==> config.mk <==
export PLATFORM = sky130hd
export DESIGN_NAME = sdram_arbiter
export DESIGN_NICKNAME = d
export VERILOG_FILES = /design/src/rtl/sdram_arbiter.sv
export SDC_FILE = /design/constraint.sdc
export NUM_CORES = 1
export LEC_CHECK = 0
export ABC_AREA = 1
export CAP_MARGIN = 15
export CORE_MARGIN = 2
export CORE_UTILIZATION = 25
export DETAILED_ROUTE_END_ITERATION = 12
export PLACE_DENSITY = 0.54
export SETUP_SLACK_MARGIN = 0.02
export SLEW_MARGIN = 5
export SYNTH_ARGS = -nofsm -noshare
export SYNTH_HDL_FRONTEND = slang
export SYNTH_SLANG_ARGS = --single-unit
==> constraint.sdc <==
create_clock -name clk_sys -period 3.26 [get_ports clk_sys]
set_input_delay 0.652 -clock clk_sys [delete_from_list [all_inputs] [get_ports clk_sys]]
set_output_delay 0.652 -clock clk_sys [all_outputs]
set_load 0.02 [all_outputs]
==> src/rtl/sdram_arbiter.sv <==
// Arbitrates ROM-download writes and CPU accesses onto a single byte-wide SDRAM
// controller port, with bounded-latency download bursts and command timeout.
module sdram_arbiter #(
    parameter int unsigned TIMEOUT  = 63,
    parameter int unsigned DL_BURST = 4
) (
    input  logic        clk_sys,
    input  logic        reset,

    input  logic        dl_req,
    input  logic [14:0] dl_addr,
    input  logic [7:0]  dl_data,
    output logic        dl_ack,

    input  logic        cpu_req,
    input  logic        cpu_we,
    input  logic [1:0]  cpu_sel,
    input  logic [15:0] cpu_addr,
    input  logic [7:0]  cpu_din,
    output logic [7:0]  cpu_dout,
    output logic        cpu_ack,

    output logic [22:0] sdram_addr,
    output logic [7:0]  sdram_din,
    output logic        sdram_rd,
    output logic        sdram_we,
    input  logic [7:0]  sdram_dout,
    input  logic        sdram_ready,

    output logic        busy,
    output logic        timeout_err
);

    localparam int unsigned ADDR_W   = 23;
    localparam int unsigned DATA_W   = 8;
    localparam int unsigned WCNT_W   = 6;
    localparam int unsigned STREAK_W = 3;

    localparam logic [1:0] SEL_RAM   = 2'b00;
    localparam logic [1:0] SEL_ROM_A = 2'b01;
    localparam logic [1:0] SEL_ROM_B = 2'b10;

    typedef enum logic [1:0] {
        S_IDLE = 2'd0,
        S_WAIT = 2'd1,
        S_DONE = 2'd2
    } state_e;

    state_e                state_q,      state_d;
    logic [STREAK_W-1:0]   dl_streak_q,  dl_streak_d;
    logic [WCNT_W-1:0]     wait_cnt_q,   wait_cnt_d;
    logic                  owner_cpu_q,  owner_cpu_d;
    logic                  is_read_q,    is_read_d;
    logic [ADDR_W-1:0]     addr_q,       addr_d;
    logic [DATA_W-1:0]     din_q,        din_d;
    logic                  rd_q,         rd_d;
    logic                  we_q,         we_d;
    logic [DATA_W-1:0]     cpu_dout_q,   cpu_dout_d;
    logic                  cpu_ack_q,    cpu_ack_d;
    logic                  dl_ack_q,     dl_ack_d;
    logic                  busy_q,       busy_d;
    logic                  tmo_err_q,    tmo_err_d;

    logic                  grant_cpu_c;
    logic                  grant_dl_c;
    logic                  streak_full_c;
    logic                  ready_ok_c;
    logic                  expired_c;

    // Download wins unless it has already starved a waiting CPU for DL_BURST grants.
    always_comb begin
        streak_full_c = (dl_streak_q >= STREAK_W'(DL_BURST));
        grant_cpu_c   = cpu_req && (!dl_req || streak_full_c);
        grant_dl_c    = dl_req && !grant_cpu_c;
        ready_ok_c    = sdram_ready && (wait_cnt_q != '0);
        expired_c     = (wait_cnt_q == WCNT_W'(TIMEOUT - 1));
    end

    // Next-state and output logic.
    always_comb begin
        state_d     = state_q;
        dl_streak_d = dl_streak_q;
        wait_cnt_d  = '0;
        owner_cpu_d = owner_cpu_q;
        is_read_d   = is_read_q;
        addr_d      = addr_q;
        din_d       = din_q;
        rd_d        = rd_q;
        we_d        = we_q;
        cpu_dout_d  = cpu_dout_q;
        cpu_ack_d   = 1'b0;
        dl_ack_d    = 1'b0;
        tmo_err_d   = tmo_err_q;

        if (!cpu_req) begin
            dl_streak_d = '0;
        end

        case (state_q)
            S_IDLE: begin
                rd_d = 1'b0;
                we_d = 1'b0;
                if (grant_dl_c) begin
                    if (cpu_req) begin
                        dl_streak_d = dl_streak_q + 1'b1;
                    end
                    owner_cpu_d = 1'b0;
                    is_read_d   = 1'b0;
                    addr_d      = {8'd0, dl_addr};
                    din_d       = dl_data;
                    we_d        = 1'b1;
                    state_d     = S_WAIT;
                end else if (grant_cpu_c) begin
                    dl_streak_d = '0;
                    owner_cpu_d = 1'b1;
                    is_read_d   = !cpu_we;
                    case (cpu_sel)
                        SEL_RAM: begin
                            addr_d  = {7'd1, cpu_addr};
                            din_d   = cpu_din;
                            rd_d    = !cpu_we;
                            we_d    = cpu_we;
                            state_d = S_WAIT;
                        end
                        SEL_ROM_A, SEL_ROM_B: begin
                            // ROM is read-only: writes complete without touching SDRAM.
                            if (cpu_we) begin
                                cpu_ack_d = 1'b1;
                                state_d   = S_DONE;
                            end else begin
                                addr_d  = {8'd0, (cpu_sel == SEL_ROM_B), cpu_addr[13:0]};
                                rd_d    = 1'b1;
                                state_d = S_WAIT;
                            end
                        end
                        default: begin
                            cpu_dout_d = 8'hFF;
                            cpu_ack_d  = 1'b1;
                            state_d    = S_DONE;
                        end
                    endcase
                end
            end

            S_WAIT: begin
                wait_cnt_d = wait_cnt_q + 1'b1;
                if (ready_ok_c || expired_c) begin
                    rd_d    = 1'b0;
                    we_d    = 1'b0;
                    state_d = S_DONE;
                    if (owner_cpu_q) begin
                        cpu_ack_d = 1'b1;
                    end else begin
                        dl_ack_d = 1'b1;
                    end
                    if (owner_cpu_q && is_read_q) begin
                        cpu_dout_d = ready_ok_c ? sdram_dout : 8'hFF;
                    end
                    if (!ready_ok_c) begin
                        tmo_err_d = 1'b1;
                    end
                end
            end

            S_DONE: begin
                rd_d    = 1'b0;
                we_d    = 1'b0;
                state_d = S_IDLE;
            end

            default: begin
                rd_d    = 1'b0;
                we_d    = 1'b0;
                state_d = S_IDLE;
            end
        endcase

        busy_d = (state_d != S_IDLE);
    end

    // State register; reset aborts any transaction in flight without an ack.
    always_ff @(posedge clk_sys) begin
        if (reset) begin
            state_q     <= S_IDLE;
            dl_streak_q <= '0;
            wait_cnt_q  <= '0;
            owner_cpu_q <= 1'b0;
            is_read_q   <= 1'b0;
            addr_q      <= '0;
            din_q       <= '0;
            rd_q        <= 1'b0;
            we_q        <= 1'b0;
            cpu_dout_q  <= 8'hFF;
            cpu_ack_q   <= 1'b0;
            dl_ack_q    <= 1'b0;
            busy_q      <= 1'b0;
            tmo_err_q   <= 1'b0;
        end else begin
            state_q     <= state_d;
            dl_streak_q <= dl_streak_d;
            wait_cnt_q  <= wait_cnt_d;
            owner_cpu_q <= owner_cpu_d;
            is_read_q   <= is_read_d;
            addr_q      <= addr_d;
            din_q       <= din_d;
            rd_q        <= rd_d;
            we_q        <= we_d;
            cpu_dout_q  <= cpu_dout_d;
            cpu_ack_q   <= cpu_ack_d;
            dl_ack_q    <= dl_ack_d;
            busy_q      <= busy_d;
            tmo_err_q   <= tmo_err_d;
        end
    end

    assign dl_ack      = dl_ack_q;
    assign cpu_ack     = cpu_ack_q;
    assign cpu_dout    = cpu_dout_q;
    assign sdram_addr  = addr_q;
    assign sdram_din   = din_q;
    assign sdram_rd    = rd_q;
    assign sdram_we    = we_q;
    assign busy        = busy_q;
    assign timeout_err = tmo_err_q;

endmodule

======== Word level (Yosys, flattened, before mapping) ========
Index checks and enable logic that the tools add are counted.
word-level totals
  input port bits ......................... 63
  logic and storage cells ................. 103
  output and inout bits ................... 45
  register bits after elaboration ......... 58
cells by class
  bitwise gates (word level) .............. 3
  $add $sub $neg .......................... 2
  reductions and logical operators ........ 26
  equality and inequality tests ........... 10
  magnitude comparators ................... 1
  muxes and demuxes ....................... 47
operators with widths
  operator                                                               count
  8-bit 2-to-1 mux                                                       9
  23-bit 2-to-1 mux                                                      3
  23-bit case mux with 2 select lines                                    1
  1-bit 2-to-1 mux                                                       17
  8-bit case mux with 2 select lines                                     1
  3-bit 2-to-1 mux                                                       5
  2-bit != test, second input constant                                   5
  1-bit case mux with 2 select lines                                     5
  2-bit 2-to-1 mux                                                       4
  2-bit case mux with 2 select lines                                     2
  2-bit nonzero test                                                     4
  6-bit by 1-bit adder with 6-bit output, second input constant          1
  6-bit equality test, second input constant                             1
  3-bit AND reduction                                                    2
  6-bit AND reduction                                                    1
  6-bit nonzero test                                                     1
  3-bit OR reduction                                                     2
  2-bit by 1-bit equality test with 1-bit output, second input constant  2
  1-bit logical AND                                                      4
  2-bit zero test                                                        2
  4-bit AND reduction                                                    1
  2-bit OR reduction                                                     2
  3-bit by 1-bit adder with 3-bit output, second input constant          1
  3-bit >= comparator, second input constant                             1
  7 further kinds                                                        12

======== Depth between registers and ports, before layout ========
Gate-level depths: netlist of run 1.
  depth after elaboration ................. 8
  gate-level depth with buffers ........... 10
  mapped depth without buffers ............ 9

======== Worst setup path after synthesis of run 1 ========
OpenSTA, ideal clock, no wires.
  path type ............................... input to register
  from .................................... input cpu_sel[0]
  to ...................................... register addr_q[10], in the netlist sdram_addr[10]
  arrival time ............................ 1.765 ns
  buffers on the path ..................... 1
  cell stages on the path ................. 10
  data required time ...................... 3.147 ns
  slack ................................... 1.382 ns
  library setup time ...................... 0.113 ns
  path through ............................ inv_1 ha_1 inv_1 nand2_1 nand2_1 o21ai_2 buf_2 nand2_1 nand2_1 nor2_1
on the way
  word-level cells in the longest chain between the ends .. 5
  elaborated cells on any way between the ends .. 10
  classes of those cells .................. 3 x eq/ne; 3 x mux; 4 x reduce/logical
ends and longest elaborated chain
  element                                                                                line  RTL
  start: declaration                                                                     17    input logic [1:0] cpu_sel,
  2-bit equality test or 2-bit by 1-bit equality test with 1-bit output (tied branches)  117   case (cpu_sel)
  2-bit OR reduction                                                                     117
  23-bit case mux with 2 select lines                                                    117
  23-bit 2-to-1 mux                                                                      113   end else if (grant_cpu_c) begin
  23-bit 2-to-1 mux                                                                      103   if (grant_dl_c) begin
  end signal: assignment                                                                 204   addr_q <= addr_d;
  end: declaration                                                                       54    logic [ADDR_W-1:0] addr_q, addr_d;
Several ways; a longest one is shown, not always the timed one. The select of a mux whose other input is x is not followed.
A chain may end at the register's enable or synchronous reset.

======== Worst setup path in the final report of run 1 ========
  from .................................... input cpu_sel[1]
  to ...................................... register addr_q[14], in the netlist sdram_addr[14]
on the way
  word-level cells in the longest chain between the ends .. 5
  elaborated cells on any way between the ends .. 11
  classes of those cells .................. 3 x eq/ne; 4 x mux; 4 x reduce/logical
ends and longest elaborated chain
  element                                                                                line
  2-bit equality test or 2-bit by 1-bit equality test with 1-bit output (tied branches)  117, 131
  23-bit 2-to-1 mux or 2-bit OR reduction (tied branches)                                127, 117
  23-bit case mux with 2 select lines                                                    117
  23-bit 2-to-1 mux                                                                      113
  23-bit 2-to-1 mux                                                                      103
Several ways; a longest one is shown, not always the timed one. The select of a mux whose other input is x is not followed.

==> impl_results.md, run 1 <==
- Syn avg cell area: 6.58 sq um
- Critical path, cell by cell: clkdlybuf4s50_1, inv_1, ha_1, inv_1, nand2_1, nand2_1, o21ai_2, buf_4, nand2_1, nand2_1, nor2_1
- Maximum buffer depth of the clock tree: 2
- 1st-iter DRT viols: 80
- Cell variety after synth: 28
- # DRC: 0
- Root Buffer: clkbuf_8
- Share of post-route cells with drive strength above 1: 0.0540
- Fmax achieved: 437 MHz
- Post-Syn Instances: 401
- Fillers: 1100
- Status: completed
- Critical Path RT: 3460 ps
- Worst VDD drop: 0.186 mV
- Area share of the largest cell type after synthesis: 0.395
- Critical path launch point type: primary input
- Area occupied by multi-input gates: 1320 sq um
- Seq. cell area: 1040 sq um
- Largest net degree at the start of global routing: 33
- Die Ht: 107 microns
- Max-cap violations: 0
- Syn Std Cell Area: 2640 sq um
- Number of global-route vias before repair: 2479
- # rows: 37
- Worst skew pair latency: 310 ps
- Worst-Margin Slew: 580 ps
- Final worst-path cycle share: 0.701
- Dpl ws: 616 ps
- Post-synth ARST share: 0
- Wire per inst: 10.9 microns
- Leading area contributor after synthesis: dfxtp_1
- Final worst-path setup slack: 974 ps
- Yosys reg bits: 52
- Endpoints failing setup: 0
- I/O pin cnt: 108
- CTS resizes: 0
- Final hold vios: 0
- RSZ-0062 raised after global routing: false
- TritonCTS clock tree: yes
- Synth top area cells: dfxtp_1 (39%), nand2_1 (22%), inv_1 (6.3%)
- Setup TNS: 0 ps
- Count leader, synth: nand2_1
- Initial antenna violation count: 0
- H-tree depth: 2
- Fin util: 0.376
- HPWL Detailed: 5.23 mm
- Pre-Repair DR Iteration Count: 4
- Final Slew Violations: 0
- First-pass GRT wire length: 11.0 mm
- Maximum fanout along the worst path: 32
- Post-synth EDFFs: 0
- Ys flop type: dfxtp_1
- Number of port buffers: 101
- Area of the core: 10300 sq um
- Critical path class: primary input to flip-flop
- Worst path most repeated cell: nand2_1
- Worst setup EP type: flip-flop
- Final Skew: 10.9 ps
- Leakage: 1.78 nW
- Worst hold path type: flip-flop to flip-flop
- Final #Nets: 569
- Starting Density: 0.257
- Final GP Congestion: 0.770
- Syn. warnings: 0
- Clock transition at the registers of the reported paths: 90 ps
- Die Wd: 107 microns
- Slew margin rel.: 0.613
- Power per cell area: 418 nW/um^2
- Antenna Cells: 0
- Vias: 2649
- Seq/Total Area, Yosys: 0.395
- P&R area growth vs syn: 46.5%
- Post-route ant nets: 0
- Largest stage delay on the critical path: 520 ps
- Vias per cell: 4.17
- All-Layer GR Usage: 0.119
- Clock buffer count from CTS: 5
- Crit-path slowest cell: clkdlybuf4s50_1
- CTS Sinks: 52
- Congestion Overflow GR: 0
- Post-Route WL: 6.95 mm
- Post-CTS Setup Bufs: 0
- Top post-synthesis cells by count: nand2_1 (155), dfxtp_1 (52), inv_1 (44)
- Total die area: 11400 sq um
- CP arrival: 2490 ps
- Hold-fix buffers at CTS: 0
- Tmin final: 2290 ps
## worst paths after layout
check | from | to | slack, ps | cells past startpoint
worst max-delay path | cpu_sel[1] | sdram_addr[14] | 970 | 11
worst min-delay path | cpu_dout[5] | cpu_dout[5] | 470 | 2
worst max register to register | state_q[0] | cpu_dout[4] | 1530 | 6
worst min register to register | cpu_dout[5] | cpu_dout[5] | 470 | 2
## per-layer routing
metal,GRT usage,vias to the layer above,part of all wire
li1,-,1418,-
met1,0.136,1141,0.44
met2,0.213,83,0.47
met3,0.0395,7,0.079
met4,0.0325,0,0.010
met5,0,-,0
## power breakdown
part / internal, mW / leakage (nW) / switching, mW
Combinational: 0.209 / 1.30 / 0.249
Sequential: 0.685 / 0.426 / 0.0291
Clock: 0.228 / 0.0552 / 0.215
## flip-flops by register name, summed over array words and instances, names as in the netlist
signal and flops:
cpu_ack 1, dl_ack 1, timeout_err 1, owner_cpu_q 1, is_read_q 1, sdram_addr 17, state_q 2, dl_streak_q 3
sdram_din 8, sdram_we 1, sdram_rd 1, wait_cnt_q 6, cpu_dout 8, busy 1
## critical path: cells and delay by family
| kind | cells | cell delay, ps |
|---|---|---|
| compound gates | 1 | 150 |
| fa+ha+maj | 1 | 320 |
| buf+inv | 4 | 990 |
| simple gates | 5 | 360 |
## cell families after synthesis
family	after synthesis	synth area share
AND/OR/NAND/NOR	244	0.387
buffers and inverters	68	0.111
flip-flops	52	0.395
AO/OA/AOI/OAI	27	0.0655
adder cells (fa/ha/maj)	7	0.0332
XOR/XNOR	2	0.00664
other	1	0.00142
## area by class of cell
type	instances	area share
tap	136	0.0440
multi-input combinational	286	0.342
clock buffer	6	0.0188
timing repair buffer	105	0.269
sequential	52	0.269
inverter	49	0.0476
clock inverter	2	0.00906
## layout by cell type (no fill, tap or decap), types with 2 or more instances in the layout
cell	synthesis	final
nor3_1	3	3
inv_2	4	4
nand3_1	19	19
dfxtp_1	52	52
inv_1	44	44
a21oi_1	20	20
buf_4	8	4
clkbuf_8	0	5
nand4_1	15	15
nand3_2	3	3
conb_1	1	6
nor2_1	43	43
nand2_2	3	3
o21ai_2	2	2
clkdlybuf4s50_1	0	101
nand2_1	155	155
ha_1	7	7
## per-stage QoR
stage	total power, mW	hold slack (ps)	instance area (sq um)	std cells
global route	1.71	485	3860	636
global placement	1.18	441	3760	628
detailed placement	1.19	446	3760	628
floorplan	0.986	430	2660	406
CTS	1.64	470	3860	636
finish	1.61	466	3860	636
No activity file was read; power rests on OpenSTA's default activity.
==> run 2: changes to the inputs <==
==> constraint.sdc (replaced) <==
create_clock -name clk_sys -period 2.2 [get_ports clk_sys]
set_input_delay 0.44 -clock clk_sys [delete_from_list [all_inputs] [get_ports clk_sys]]
set_output_delay 0.44 -clock clk_sys [all_outputs]
set_load 0.02 [all_outputs]
==> impl_results.md, run 2 (synthesis results as in run 1) <==
- Fin util: 0.384 (was 0.376)
- Design area: 3950 sq um (was 3860 sq um)
- CTS Sinks: 52 (unchanged)
- Status: completed (unchanged)
- Final worst-path setup slack: 300 ps (was 974 ps)
- Initial antenna violation count: 0 (unchanged)
- All-Layer GR Usage: 0.124 (was 0.119)
- Reg2Reg Setup Slack: 610 ps (was 1530 ps)
- Met3 Use GR: 0.0432 (was 0.0395)
- Post-Route WL: 6.99 mm (was 6.95 mm)
- GRT Max-Usage Layer: met2 (unchanged)
- Met1 Track Usage GR: 0.138 (was 0.136)
- R2R depth: 8 (was 6)
- Area of the core: 10300 sq um (unchanged)
- P&R area growth vs syn: 49.7% (was 46.5%)
- Dpl ws: -41.8 ps (was 616 ps)
- Post-route ant nets: 0 (unchanged)
- Met2 usage: 0.225 (was 0.213)
- Total die area: 11400 sq um (unchanged)
- CP startpoint: cpu_sel[0] (was cpu_sel[1])
- Congestion Overflow GR: 0 (unchanged)
- Die Wd: 107 microns (unchanged)
- HPWL Detailed: 5.43 mm (was 5.23 mm)
- 1st-iter DRT viols: 71 (was 80)
- Final Skew: 8.28 ps (was 10.9 ps)
- Commonest non-fill, non-tap cell in the layout: nand2_1 (unchanged)
- Root Buffer: clkbuf_8 (unchanged)
- Vias per cell: 4.16 (was 4.17)
- Worst skew pair latency: 310 ps (about the same)
- Max-cap violations: 0 (unchanged)
- Leakage: 1.83 nW (was 1.78 nW)
- Endpoints failing setup: 0 (unchanged)
- RSZ-0062 raised after global routing: false (unchanged)
- First-pass GRT wire length: 11.4 mm (was 11.0 mm)
- Hold Path End: cpu_dout[3] (was cpu_dout[5])
- Number of port buffers: 101 (unchanged)
- Max reg flops: 17 (unchanged)
- Most frequent cells in the layout: nand2_1 (155), clkdlybuf4s50_1 (101), dfxtp_1 (52), inv_1 (44), nor2_1 (43) (unchanged)
- Largest net degree at the start of global routing: 29 (was 33)
- Number of global-route vias before repair: 2581 (was 2479)
- Final worst-path cycle share: 0.864
- Final GP Congestion: 0.789 (was 0.770)
- Worst VDD drop: 0.278 mV (was 0.186 mV)
- CTS resizes: 0 (unchanged)
- Clock transition at the registers of the reported paths: 100 ps (was 90 ps)
- Post-CTS Setup Bufs: 0 (unchanged)
- Hold Path Depth: 2 (unchanged)
- Tmin final: 1900 ps
- Worst r2r src: wait_cnt_q[0] (was state_q[0])
- Vias: 2682 (was 2649)
- Critical path launch point type: primary input (unchanged)
- Final hold vios: 0 (unchanged)
- DP Area: 3840 sq um (was 3760 sq um)
- H-tree depth: 2 (unchanged)
- Share of post-route cells with drive strength above 1: 0.0727 (was 0.0540)
- Final #Nets: 578 (was 569)
- Final Slew Violations: 0 (unchanged)
- TritonCTS clock tree: yes (unchanged)
- Maximum fanout along the worst path: 28 (was 32)
- Critical path class: primary input to flip-flop (unchanged)
- Worst setup EP type: flip-flop (unchanged)
- Clock buffer count from CTS: 5 (unchanged)
- Power per cell area: 614 nW/um^2 (was 418 nW/um^2)
- Hold Crit Start: cpu_dout[3] (was cpu_dout[5])
- # rows: 37 (unchanged)
- I/O pin cnt: 108 (unchanged)
- Maximum buffer depth of the clock tree: 2 (unchanged)
- R2R Path End: cpu_dout[6] (was cpu_dout[4])
- Wire per inst: 10.8 microns (was 10.9 microns)
- CP arrival: 2120 ps (was 2490 ps)
- Worst hold path type: flip-flop to flip-flop (unchanged)
- # DRC: 0 (unchanged)
- Fmax achieved: 526 MHz
- Critical Path RT: 2420 ps (was 3460 ps)
- Die Ht: 107 microns (unchanged)
- Hold-fix buffers at CTS: 0 (unchanged)
- Starting Density: 0.257 (unchanged)
- Antenna Cells: 0 (unchanged)
- Pre-Repair DR Iteration Count: 4 (unchanged)
-- run 2: final cells by class --
type                            instances  area, sq um
Timing Repair Buffer                  114         1120
Clock inverter                          3         42.5
Clock buffer                            5         68.8
Sequential cell                        52         1040
Fill cell                            1104         6330
Tap cell                              136          170
Multi-Input combinational cell        286         1320
Inverter                               49          184
-- run 2: critical path, stage by stage --
cell             delay [ps]
clkdlybuf4s50_1         490
inv_1                    60
ha_1                    310
inv_1                    60
nand2_1                  80
nand2_1                  80
o21ai_2                 210
buf_12                  200
nand2_1                  70
nand2_1                  60
nor2_1                   40
-- run 2: worst max-delay path by stage --
stage	end	slack, ps
finish	sdram_addr[0]	300
global route	sdram_addr[10]	150
CTS	sdram_addr[0]	290
detailed placement	sdram_addr[0]	-40
global placement	sdram_addr[10]	10
floorplan	sdram_addr[10]	530
-- run 2: layer usage --
metal  part of all wire  routed length (microns)
met5                  0                        0
met4              0.011                       74
met3              0.078                      544
met2               0.48                     3330
met1               0.44                     3040
-- run 2: per-stage QoR --
stage | power, mW | std cells | setup TNS (ps) | hold slack [ps]
2_1_floorplan | 1.46 | 406 | 0 | 430
3_5_place_dp | 1.79 | 637 | -377 | 446
4_1_cts | 2.46 | 645 | 0 | 470
3_3_place_gp | 1.78 | 637 | 0 | 444
5_1_grt | 2.57 | 645 | 0 | 488
6_report | 2.42 | 645 | 0 | 466
-- run 2: where the power goes --
part,internal [mW],switching [mW]
registers,1.01,0.0442
clock network,0.337,0.319
logic,0.334,0.374
total,1.69,0.737
==> run 3: changes to the inputs <==
--- a/config.mk
+++ b/config.mk
@@ -6,8 +6,8 @@
 export NUM_CORES = 1
 export LEC_CHECK = 0
 export ABC_AREA = 1
+export ABC_CLOCK_PERIOD_IN_PS = 2200
 export CAP_MARGIN = 15
-export CORE_MARGIN = 2
 export CORE_UTILIZATION = 25
 export DETAILED_ROUTE_END_ITERATION = 12
 export PLACE_DENSITY = 0.54
==> impl_results.md, run 3 (synthesis results as in run 1) <==
- Clock transition at the registers of the reported paths: 90 ps (was 100 ps)
- Crit-path slowest cell: clkdlybuf4s50_1 (unchanged)
- Number of global-route vias before repair: 2520 (was 2581)
- Critical Path RT: 2430 ps (was 2420 ps)
- Die Wd: 105 microns (was 107 microns)
- Maximum buffer depth of the clock tree: 2 (unchanged)
- Area occupied by multi-input gates: 1320 sq um (unchanged)
- Seq pwr share: 0.456 (was 0.437)
- Number of port buffers: 101 (unchanged)
- Worst setup EP type: flip-flop (unchanged)
- Max-cap violations: 0 (unchanged)
- Post-route ant nets: 0 (unchanged)
- P&R area growth vs syn: 48.9% (was 49.7%)
- Post-CTS Setup Bufs: 0 (unchanged)
- Worst path most repeated cell: nand2_1 (unchanged)
- Leakage: 1.82 nW (was 1.83 nW)
- Final worst-path cycle share: 0.870 (was 0.864)
- Fillers: 1129 (was 1104)
- CP arrival: 2150 ps (was 2120 ps)
- H-tree depth: 2 (unchanged)
- CTS Sinks: 52 (unchanged)
- Endpoints failing setup: 0 (unchanged)
- Final GP Congestion: 0.750 (was 0.789)
- Hold_ws: 464 ps (was 466 ps)
- Final #Nets: 578 (unchanged)
- Area of the core: 10300 sq um (unchanged)
- Die Ht: 105 microns (was 107 microns)
- All-Layer GR Usage: 0.127 (was 0.124)
- Fin util: 0.382 (was 0.384)
- Starting Density: 0.257 (unchanged)
- Fmax achieved: 523 MHz (was 526 MHz)
- Status: completed (unchanged)
- Post-Route WL: 6.88 mm (was 6.99 mm)
- Initial antenna violation count: 0 (unchanged)
- Antenna Cells: 0 (unchanged)
- Critical path launch point type: primary input (unchanged)
- Hold Path Depth: 2 (unchanged)
- NetSw: 0.714 mW (was 0.737 mW)
- First-pass GRT wire length: 11.3 mm (was 11.4 mm)
- Final Skew: 5.29 ps (was 8.28 ps)
- Sw frac: 0.308 (was 0.304)
- R2R depth: 8 (unchanged)
- Max reg flops: 17 (unchanged)
- Power per cell area: 590 nW/um^2 (was 614 nW/um^2)
- # DRC: 0 (unchanged)
- I/O pin cnt: 108 (unchanged)
- Tmin final: 1910 ps (was 1900 ps)
- Final Slew Violations: 0 (unchanged)
- HPWL Detailed: 5.23 mm (was 5.43 mm)
- Wire per inst: 10.7 microns (was 10.8 microns)
- Vias per cell: 4.09 (was 4.16)
- Clock buffer count from CTS: 5 (unchanged)
- Commonest non-fill, non-tap cell in the layout: nand2_1 (unchanged)
- Hold-fix buffers at CTS: 0 (unchanged)
- # rows: 37 (unchanged)
- Total die area: 11000 sq um (was 11400 sq um)
- Root Buffer: clkbuf_8 (unchanged)
- Maximum fanout along the worst path: 32 (was 28)
- Critical path, cell by cell: clkdlybuf4s50_1, inv_1, ha_1, inv_1, nand2_1, nand2_1, o21ai_2, buf_12, nand2_1, a21oi_1 (was clkdlybuf4s50_1, inv_1, ha_1, inv_1, nand2_1, nand2_1, o21ai_2, buf_12, nand2_1, nand2_1, nor2_1)
- Share of post-route cells with drive strength above 1: 0.0688 (was 0.0727)
- Worst skew pair latency: 300 ps (was 310 ps)
- Congestion Overflow GR: 0 (unchanged)
- Worst VDD drop: 0.257 mV (was 0.278 mV)
- CTS resizes: 0 (unchanged)
- 1st-iter DRT viols: 86 (was 71)
- Clock share of power: 0.240 (was 0.271)
- Vias: 2639 (was 2682)
- TritonCTS clock tree: yes (unchanged)
- Final hold vios: 0 (unchanged)
- Seq. cell area: 1040 sq um (unchanged)
- RSZ-0062 raised after global routing: false (unchanged)
- Comb power frac: 0.304 (was 0.292)
- Largest stage delay on the critical path: 490 ps (about the same)
- Worst hold path type: flip-flop to flip-flop (unchanged)
- Setup TNS: 0 ps (unchanged)
- Largest net degree at the start of global routing: 33 (was 29)
- Internal: 1.60 mW (was 1.69 mW)
- Pre-Repair DR Iteration Count: 5 (was 4)
- Most frequent cells in the layout: nand2_1 (155), clkdlybuf4s50_1 (101), dfxtp_1 (52), inv_1 (44), nor2_1 (43) (unchanged)
- Critical path class: primary input to flip-flop (unchanged)
## run 3: critical path, delay by kind of cell
family	cells	cell delay, ps
and+or+nand+nor	3	230
adders and majority gates	1	310
AOI/OAI and AO/OA	2	340
buffers and inverters	4	820
## run 3: area by class of cell
type	count	area share
multi-input combinational	286	0.336
clock buffer	8	0.0229
tap	136	0.0433
inverter	49	0.0468
sequential	52	0.265
timing repair buffer	114	0.285
## run 3: worst paths after layout
path                                    start        endpoint  slack [ps]
worst max-delay path               cpu_sel[0]  sdram_addr[15]         290
worst min-delay path              cpu_dout[1]     cpu_dout[1]         460
worst max register to register  wait_cnt_q[0]     cpu_dout[5]         630
worst min register to register    cpu_dout[1]     cpu_dout[1]         460
## run 3: power by group through the flow
stage               combinational, mW  clock [mW]  sequential (mW)
floorplan                       0.309           0             1.15
global placement                0.706           0             1.08
detailed placement              0.712           0             1.08
CTS                             0.715       0.596             1.06
global route                    0.783       0.632             1.07
finish                          0.705       0.556             1.06
## run 3: stage by stage
step / cells / cell area [sq um] / total power [mW] / setup slack (ps)
after detailed placement: 637 / 3840 / 1.79 / -49.1
after CTS: 645 / 3930 / 2.37 / 283
after global placement: 637 / 3840 / 1.78 / 9.36
after global routing: 645 / 3930 / 2.48 / 150
after floorplan: 406 / 2660 / 1.46 / 534
final: 645 / 3930 / 2.32 / 287
## run 3: layer usage
metal,vias up,GRT usage,routed length (microns)
met3,8,0.0493,562
li1,1437,-,-
met2,80,0.221,3100
met1,1114,0.144,3140
met4,0,0.0362,75
met5,-,0,0
